==> src/rtl/regwrite_arbiter.sv <==
// ============================================================================
// regwrite_arbiter
//
// Arbitrates four register-file write-back requesters onto one write port and
// drives the destination select for the register-file address mux.
//
//   Requester  Grant bit  WriteRegCtrl  Destination
//   Rd         0          2'b00         rd  (instruction bits 15:11)
//   Sp         1          2'b01         r29 (stack pointer)
//   Ra         2          2'b10         r31 (link register)
//   Rt         3          2'b11         rt  (instruction bits 20:16)
//
// Winner selection: fixed priority Ra > Sp > Rt > Rd, except that any
// requester whose wait counter has reached STARVE_LIMIT (starved) beats all
// non-starved requesters. Ties among starved requesters use the same order.
//
// Parameters
//   STARVE_LIMIT  wait cycles (1..7) after which a pending requester is starved
//
// Ports
//   clk           sole clock, rising edge
//   reset_n       asynchronous active-low reset
//   ReqRd/ReqSp/ReqRa/ReqRt  level write-back requests, held until Grant
//   Rd_field      instruction bits 15:11
//   Rt_field      instruction bits 20:16
//   Stall         freezes write-back while high
//   WriteRegCtrl  destination select (table above), held while idle
//   RegWrite      register-file write strobe
//   Grant         one-hot acknowledge (table above)
//   Busy          high whenever the FSM is not idle
//
// Optional feature
//   REGWRITE_R0_FILTER_EN  when defined, a granted Rd or Rt write whose
//                          destination field is 0 still pulses Grant but keeps
//                          RegWrite low (writes to r0 are suppressed).
// ============================================================================
module regwrite_arbiter #(
    parameter int unsigned STARVE_LIMIT = 4
) (
    input  logic       clk,
    input  logic       reset_n,
    input  logic       ReqRd,
    input  logic       ReqSp,
    input  logic       ReqRa,
    input  logic       ReqRt,
    input  logic [4:0] Rd_field,
    input  logic [4:0] Rt_field,
    input  logic       Stall,
    output logic [1:0] WriteRegCtrl,
    output logic       RegWrite,
    output logic [3:0] Grant,
    output logic       Busy
);

    // state   | meaning
    // --------+------------------------------------------------------------
    // S_IDLE  | no write in flight; WriteRegCtrl holds its last value
    // S_WRITE | winner latched; a cycle with Grant set is the write pulse,
    //         | a cycle with Grant clear is a stalled (pending) write
    typedef enum logic {
        S_IDLE  = 1'b0,
        S_WRITE = 1'b1
    } state_t;

    localparam logic [2:0] LIMIT  = 3'(STARVE_LIMIT);
    localparam logic [1:0] CODE_RD = 2'd0;
    localparam logic [1:0] CODE_RT = 2'd3;

`ifdef REGWRITE_R0_FILTER_EN
    localparam bit FILTER_EN = 1'b1;
`else
    localparam bit FILTER_EN = 1'b0;
`endif

    state_t     r_state;
    logic [1:0] r_winner;
    logic [1:0] r_wrc;
    logic       r_regwrite;
    logic [3:0] r_grant;
    logic       r_busy;
    logic [2:0] r_cnt [4];

    logic [3:0] w_req;
    logic       w_complete;
    logic [3:0] w_cand;
    logic [3:0] w_starved;
    logic [3:0] w_pool;
    logic       w_any;
    logic [1:0] w_next_code;
    logic       w_drop_next;
    logic       w_drop_win;

    // Priority pick; bit index equals the WriteRegCtrl code.
    function automatic logic [1:0] pick(input logic [3:0] pool);
        logic [1:0] code;
        if (pool[2])      code = 2'd2;
        else if (pool[1]) code = 2'd1;
        else if (pool[3]) code = 2'd3;
        else              code = 2'd0;
        return code;
    endfunction

    // True when a write to this destination must be suppressed (r0 target).
    function automatic logic zero_dest(input logic [1:0] code,
                                       input logic [4:0] rd_f,
                                       input logic [4:0] rt_f);
        return FILTER_EN && (((code == CODE_RD) && (rd_f == 5'd0)) ||
                             ((code == CODE_RT) && (rt_f == 5'd0)));
    endfunction

    assign w_req      = {ReqRt, ReqRa, ReqSp, ReqRd};
    // The pulse cycle is the one that ends a write; its grantee sits out the
    // selection taking place on the same edge.
    assign w_complete = (r_state == S_WRITE) && (|r_grant);
    assign w_cand     = w_req & ~(w_complete ? r_grant : 4'b0000);

    always_comb begin
        w_starved = '0;
        for (int i = 0; i < 4; i++) begin
            w_starved[i] = w_cand[i] && (r_cnt[i] == LIMIT);
        end
    end

    assign w_pool      = (|w_starved) ? w_starved : w_cand;
    assign w_any       = |w_cand;
    assign w_next_code = pick(w_pool);
    assign w_drop_next = zero_dest(w_next_code, Rd_field, Rt_field);
    assign w_drop_win  = zero_dest(r_winner, Rd_field, Rt_field);

    always_ff @(posedge clk or negedge reset_n) begin
        if (!reset_n) begin
            r_state    <= S_IDLE;
            r_winner   <= 2'd0;
            r_wrc      <= 2'd0;
            r_regwrite <= 1'b0;
            r_grant    <= 4'b0000;
            r_busy     <= 1'b0;
        end else begin
            case (r_state)
                S_IDLE: begin
                    r_grant    <= 4'b0000;
                    r_regwrite <= 1'b0;
                    if (w_any && !Stall) begin
                        r_state    <= S_WRITE;
                        r_busy     <= 1'b1;
                        r_winner   <= w_next_code;
                        r_wrc      <= w_next_code;
                        r_grant    <= 4'b0001 << w_next_code;
                        r_regwrite <= !w_drop_next;
                    end
                end
                S_WRITE: begin
                    if (w_complete) begin
                        if (w_any) begin
                            // Back-to-back write; may start out stalled.
                            r_winner <= w_next_code;
                            r_wrc    <= w_next_code;
                            if (!Stall) begin
                                r_grant    <= 4'b0001 << w_next_code;
                                r_regwrite <= !w_drop_next;
                            end else begin
                                r_grant    <= 4'b0000;
                                r_regwrite <= 1'b0;
                            end
                        end else begin
                            r_state    <= S_IDLE;
                            r_busy     <= 1'b0;
                            r_grant    <= 4'b0000;
                            r_regwrite <= 1'b0;
                        end
                    end else begin
                        // Stalled write: the latched winner completes even if
                        // its request has since dropped.
                        if (!Stall) begin
                            r_grant    <= 4'b0001 << r_winner;
                            r_regwrite <= !w_drop_win;
                        end else begin
                            r_grant    <= 4'b0000;
                            r_regwrite <= 1'b0;
                        end
                    end
                end
                default: begin
                    r_state    <= S_IDLE;
                    r_busy     <= 1'b0;
                    r_grant    <= 4'b0000;
                    r_regwrite <= 1'b0;
                end
            endcase
        end
    end

    // Wait counters: count cycles spent requesting without a grant.
    always_ff @(posedge clk or negedge reset_n) begin
        if (!reset_n) begin
            for (int i = 0; i < 4; i++) begin
                r_cnt[i] <= 3'd0;
            end
        end else begin
            for (int i = 0; i < 4; i++) begin
                if (!w_req[i] || r_grant[i]) begin
                    r_cnt[i] <= 3'd0;
                end else if (r_cnt[i] != LIMIT) begin
                    r_cnt[i] <= r_cnt[i] + 3'd1;
                end
            end
        end
    end

    assign WriteRegCtrl = r_wrc;
    assign RegWrite     = r_regwrite;
    assign Grant        = r_grant;
    assign Busy         = r_busy;

endmodule
==> config.mk <==
export PLATFORM = sky130hd
export DESIGN_NAME = regwrite_arbiter
export DESIGN_NICKNAME = d
export VERILOG_FILES = /design/src/rtl/regwrite_arbiter.sv
export SDC_FILE = /design/constraint.sdc
export NUM_CORES = 1
export LEC_CHECK = 0
export ABC_AREA = 1
export CAP_MARGIN = 10
export CORE_MARGIN = 2
export CORE_UTILIZATION = 50
export CTS_CLUSTER_DIAMETER = 30
export DETAILED_ROUTE_END_ITERATION = 12
export PLACE_DENSITY = 0.84
export SKIP_LAST_GASP = 1
export SYNTH_ARGS = -nofsm -noshare
export SYNTH_HDL_FRONTEND = slang
export SYNTH_SLANG_ARGS = --single-unit
==> constraint.sdc <==
create_clock -name clk -period 4.3 [get_ports clk]
set_input_delay 0.86 -clock clk [delete_from_list [all_inputs] [get_ports clk]]
set_output_delay 0.86 -clock clk [all_outputs]
set_load 0.005 [all_outputs]
==> results.md, run 1 <==
* Status: completed
* Num CTS Buffers at 3
* NetSw at 0.374 mW
* FILL cells at 200
* Post-place setup slack at around 2000 ps
* Final setup violation count at 0
* Root buffer cell: clkbuf_4
* Power after layout at approximately 0.86 mW
* Part of the power in registers at around two fifths
* Gate power share at 48.1%
* Initial antenna violation count at 0
* Die area at 2910 um^2
* Placed Cells at 204
* CTS tree: yes
* Total Routing Usage GR at 20.2%
* Die width at 54.0 um
* CTS max path bufs at 2
* Syn Inst Count at 160
* RSZ-0062 raised after global routing: false
* # nets final at 204
* CP top delay family: buffers and inverters
* Worst-path cell chain: clkdlybuf4s50_1
* Worst setup path class: reg2out
* Initial Utilization at 51.8%
* Crit share post-route at 51.2%
* Syn_nets at about 190
* Yosys reg bits at 21
* Buf/Inv on CP at 1
* Post-DRT Antenna Nets at 0
* Via/cell ratio at 5.20
* Post_cts resized at 0
* Fraction of layout instances using a drive strength above 1 at 12.4%
* Core area at 2410 um^2
* Hold Vio Cnt, Final at 0
* Final WL at about 2500 um
* DRT iter0 DRCs at 21
* Largest net degree at the start of global routing at 22
* Worst Path Arrival at 1340 ps
* Cell area after synthesis at roughly 1200 um^2
* Worst setup margin at approximately 2100 ps
* Most frequent cells in the layout: 41 x nand2_1, 25 x inv_1, 21 x dfrtp_1
* Grt ovf at 0
* Non-filler cells, final at 208
* PD cells at 588 nW/um^2
* MaxCap Viol Count at 0
* Hold_ws at 489 ps
* Multi-input gate area at roughly 630 um^2
* CP Max Fanout at 6
* First-pass detailed-route iteration total at 4
* Clock Latency Late Sink at around 310 ps
* Least-Margin Pin Slew at 925 ps
* Vias in the first global route at 1,044
* Remaining DRCs at 0
* CP Launch Type: register
* Power share of the clock group at 11.5%
* Max-slew headroom at 38.1%
* Placement row count at 18
* Routed vias at around 1,100
* Max incr delay on CP at 550 ps
* GPL Wtd Cong at 0.844
* Fin. max-slew vios at 0
* Global-route wire length before repair at 4180 um
* Reg area at 526 um^2
* DPL Wire Length at 1950 um
* CP Data Required Time at 3440 ps
* IR drop worst, VDD at between 0.0003 and 0.0004 V
* P_int at 0.483 mW
* H-Tree Depth at 1
* Max frequency at 0.454 GHz
* I/O pin total at 25
* Post-Syn Area per Cell at 7.80 um^2
* Lkg Pwr at a little under 0.8 nW
* Yosys cell types at 21
* Post-CTS setup buffers at 0
* Critical path's slowest cell: clkdlybuf4s50_1
* Antenna Cells at 0
* Die Ht at 54.0 um
* Port buffer count at 14
* Min Clock Period, post-route at 2200 ps
* Most common cell after layout, fill and taps aside: nand2_1
* Crit. End Element: output pin
* Clock sinks at 21
* CTS clk-pin slew, worst paths at ~120 ps
* Synth warn at 0
* Area delta synth->final at 16.6%
* Clk_skew at 6.16 ps
* Worst Hold Class: reg2reg
* Sum of negative setup slack at 0 ps
* Switching share of total power at 43.7%
* Wire per inst at roughly 12 um
* Cts hold-fix bufs at 0
* Sequential element share of the synthesized area at 42.1%
## kinds of logic (layout without fill, tap and decap cells)
logic type      Yosys count  count (layout)  share of synthesized area, %
compound gates           14              14                          6.21
xor+xnor                  1               1                         0.702
fa+ha+maj                 8               8                          8.02
buf+inv                  25              43                          7.52
flops                    21              21                          42.1
simple gates             91              91                          35.5
## metal layers
metal | GRT usage [%] | vias to the layer above | wire length [um]
li1 | - | 543 | -
met1 | 22.6 | 502 | 1020
met2 | 36.4 | 30 | 1280
met3 | 5.83 | 7 | 129
met4 | 7.08 | 0 | 38
met5 | 0 | - | 0
## sequential cells by signal (all words and copies together) (netlist names)
register / flops
r_state: 1
WriteRegCtrl: 2
Busy: 1
Grant: 4
RegWrite: 1
r_cnt: 12
## power groups by stage
stage          clock [mW]  sequential [mW]  combinational [mW]
4_1_cts             0.102            0.345               0.416
6_report           0.0987            0.346               0.412
5_1_grt             0.112            0.357               0.469
3_3_place_gp            0            0.341               0.384
2_1_floorplan           0            0.336               0.282
3_5_place_dp            0            0.349               0.412
## synthesized netlist by cell type
master	count	area share (%)
nor2_1	11	3.3
nand4_1	1	0.50
nand2_4	3	2.7
o21ai_0	4	1.6
nor3_1	3	1.2
xnor2_1	1	0.70
nor2_2	3	1.5
nand3_1	15	6.0
nor2_4	2	1.8
nand2_1	41	12
a21oi_1	3	1.2
nand2_2	10	5.0
a31oi_1	3	1.5
o21bai_1	1	0.60
dfrtp_1	21	42
nand3b_1	1	0.60
o21ai_1	2	0.80
ha_1	8	8.0
inv_1	25	7.5
o22ai_1	1	0.50
nor4_1	1	0.50
## area by class of cell
class	count	area share [%]
Multi-Input combinational cell	114	43.2
Sequential cell	21	36.1
Timing Repair Buffer	14	9.62
Inverter	25	6.44
Tap cell	30	2.58
Clock buffer	3	1.55
Clock inverter	1	0.515
## per-stage QoR
| stage | cell area (um^2) | utilization [%] |
|---|---|---|
| finish | 1460 | 60.4 |
| global route | 1460 | 60.4 |
| CTS | 1460 | 60.4 |
| detailed placement | 1430 | 59.2 |
| floorplan | 1250 | - |
| global placement | 1430 | 59.2 |
## worst paths after layout
kind	slack [ps]	to	start	depth (start not counted)
setup reg to reg	2700	WriteRegCtrl[1]	r_cnt[9]	11
max in group asynchronous	2690	r_cnt[5]	reset_n	1
min in group asynchronous	1050	Grant[0]	reset_n	1
setup / recovery	2100	Grant[3]	Grant[3]	1
hold reg to reg	490	r_cnt[11]	r_cnt[11]	1
hold / removal	490	r_cnt[11]	r_cnt[11]	1
Note: power is estimated with default switching activity, not from simulation.
==> run 2: changes to the inputs <==
==> constraint.sdc (replaced) <==
create_clock -name clk -period 2.31 [get_ports clk]
set_input_delay 0.462 -clock clk [delete_from_list [all_inputs] [get_ports clk]]
set_output_delay 0.462 -clock clk [all_outputs]
set_load 0.005 [all_outputs]
==> run 2 against run 1 <==
Effect of this change:
- first-iteration DRC count decreased by 48%
- routed wire length grew 6.0%
- combinational power grew 90%
- critical path type unchanged
- total power up 88%
- core utilization grew 0.16 points
- flip-flop and latch count unchanged
- sequential power up 87%
- worst setup slack lost 1600 ps
- count of clock-buffer cells in the layout is 1 higher
==> results.md, run 2 (synthesized netlist as in run 1, its figures left out) <==
* Num CTS Buffers at 3 (unchanged)
* Status: completed
* DRT iter0 DRCs at 11 (-48%)
* Most common cell after layout, fill and taps aside: nand2_1
* I/O pin total at 25 (unchanged)
* Post-CTS setup buffers at 0 (unchanged)
* Worst Path Arrival at 1330 ps (about the same)
* Clk_skew at 5.00 ps (-1.16 ps)
* IR drop worst, VDD at 0.000738 V (+86%)
* MaxCap Viol Count at 0 (unchanged)
* RSZ-0062 raised after global routing: false
* Global-route wire length before repair at 4370 um (+4.6%)
* Worst-path cell chain: clkdlybuf4s50_1
* Biggest register: r_cnt
* CTS tree: yes
* Root buffer cell: clkbuf_4
* Final WL at 2620 um (+6.0%)
* Post_cts resized at 0 (unchanged)
* Largest net degree at the start of global routing at 22 (unchanged)
* Placement row count at 18 (unchanged)
* Area delta synth->final at 16.9%
* Routed vias at 1,086 (+0.37%)
* Cts hold-fix bufs at 0 (unchanged)
* Worst Hold Class: in2async
* Die width at 54.0 um (unchanged)
* Remaining DRCs at 0 (unchanged)
* CP Max Fanout at 6 (unchanged)
* Grt ovf at 0 (unchanged)
* Initial antenna violation count at 0 (unchanged)
* Die Ht at 54.0 um (unchanged)
* CTS max path bufs at 2 (unchanged)
* Fraction of layout instances using a drive strength above 1 at 12.3% (-0.069 points)
* CP Launch Type: register
* FILL cells at 212 (+6.0%)
* Clock sinks at 21 (unchanged)
* CP Data Required Time at 1850 ps (-1590 ps)
* Core area at 2410 um^2 (unchanged)
* Final setup violation count at 0 (unchanged)
* Lkg Pwr at 0.781 nW (+0.75%)
* DPL Wire Length at 2050 um (+5.3%)
* Largest register FFs at 12 (unchanged)
* CTS clk-pin slew, worst paths at 120 ps (about the same)
* First-pass detailed-route iteration total at 4 (unchanged)
* Port buffer count at 14 (unchanged)
* Wire per inst at 12.5 um (+5.4%)
* Most frequent cells in the layout: 41 x nand2_1, 25 x inv_1, 21 x dfrtp_1
* # nets final at 205 (+0.49%)
* Min Clock Period, post-route at ~1800 ps
* Die area at 2910 um^2 (unchanged)
* Clock Latency Late Sink at 310 ps (about the same)
* Power after layout at 1.61 mW (+88%)
* Worst setup path class: reg2out
* H-Tree Depth at 1 (unchanged)
* Post-DRT Antenna Nets at 0 (unchanged)
* Fin. max-slew vios at 0 (unchanged)
* PD cells at 1100 nW/um^2 (+87%)
* CP top delay family: buffers and inverters
* Sum of negative setup slack at 0 ps (unchanged)
* Crit. End Element: output pin
* Critical path's slowest cell: clkdlybuf4s50_1
* GPL Wtd Cong at 0.855 (+1.3%)
* Least-Margin Pin Slew at 399 ps (-526 ps)
* Post-place setup slack at 441 ps (-1600 ps)
* Max-slew headroom at 73.2% (+35 points)
* Worst setup margin at 518 ps (-1580 ps)
* Antenna Cells at 0 (unchanged)
* Total Routing Usage GR at 21.5% (+1.3 points)
* Hold Vio Cnt, Final at 0 (unchanged)
* Max frequency at 0.558 GHz
* Buf/Inv on CP at 1 (unchanged)
* Vias in the first global route at 1,037 (-0.67%)
* Max incr delay on CP at 540 ps (about the same)
* Initial Utilization at 51.8% (unchanged)
* Via/cell ratio at 5.20 (-0.11%)
* Crit share post-route at just under 80%
-- run 2: cell type report --
type | instances | area [um^2] | share of cell area (%)
Tap cell | 30 | 37.5 | 2.57
Multi-Input combinational cell | 114 | 629 | 43.1
Sequential cell | 21 | 526 | 36.0
Clock buffer | 4 | 26.3 | 1.80
Timing Repair Buffer | 15 | 148 | 10.1
Inverter | 25 | 93.8 | 6.43
-- run 2: final timing paths --
path | start | endpoint | slack (ps) | cells past startpoint
setup / recovery | Grant[3] | Grant[3] | 520 | 1
hold / removal | reset_n | r_cnt[6] | 470 | 2
setup reg to reg | r_cnt[9] | WriteRegCtrl[1] | 700 | 11
hold reg to reg | r_cnt[11] | r_cnt[11] | 480 | 1
max in group asynchronous | reset_n | Grant[1] | 1620 | 2
min in group clk | r_cnt[11] | r_cnt[11] | 480 | 1
-- run 2: power by group --
part / switching (mW) / total, mW / internal [mW]
Clock: 0.114 / 0.181 / 0.0676
Sequential: 0.147 / 0.647 / 0.501
Combinational: 0.448 / 0.782 / 0.333
Total: 0.709 / 1.61 / 0.902
-- run 2: per-stage QoR --
| stage | hold slack [ps] | cell area (um^2) | cells | util (%) |
|---|---|---|---|---|
| finish | 474 | 1460 | 209 | 60.6 |
| global route | 510 | 1460 | 209 | 60.6 |
| CTS | 479 | 1460 | 209 | 60.6 |
| detailed placement | 477 | 1430 | 205 | 59.5 |
| global placement | 462 | 1430 | 205 | 59.5 |
| floorplan | 166 | 1250 | 160 | - |
-- run 2: metal layers --
| metal | global-route usage, % | up-vias | part of all wire (%) |
|---|---|---|---|
| met5 | 0 | - | 0 |
| met4 | 10.0 | 0 | 1.8 |
| met3 | 3.33 | 4 | 3.3 |
| met2 | 40.4 | 20 | 54 |
| met1 | 23.3 | 522 | 41 |
| li1 | - | 540 | - |
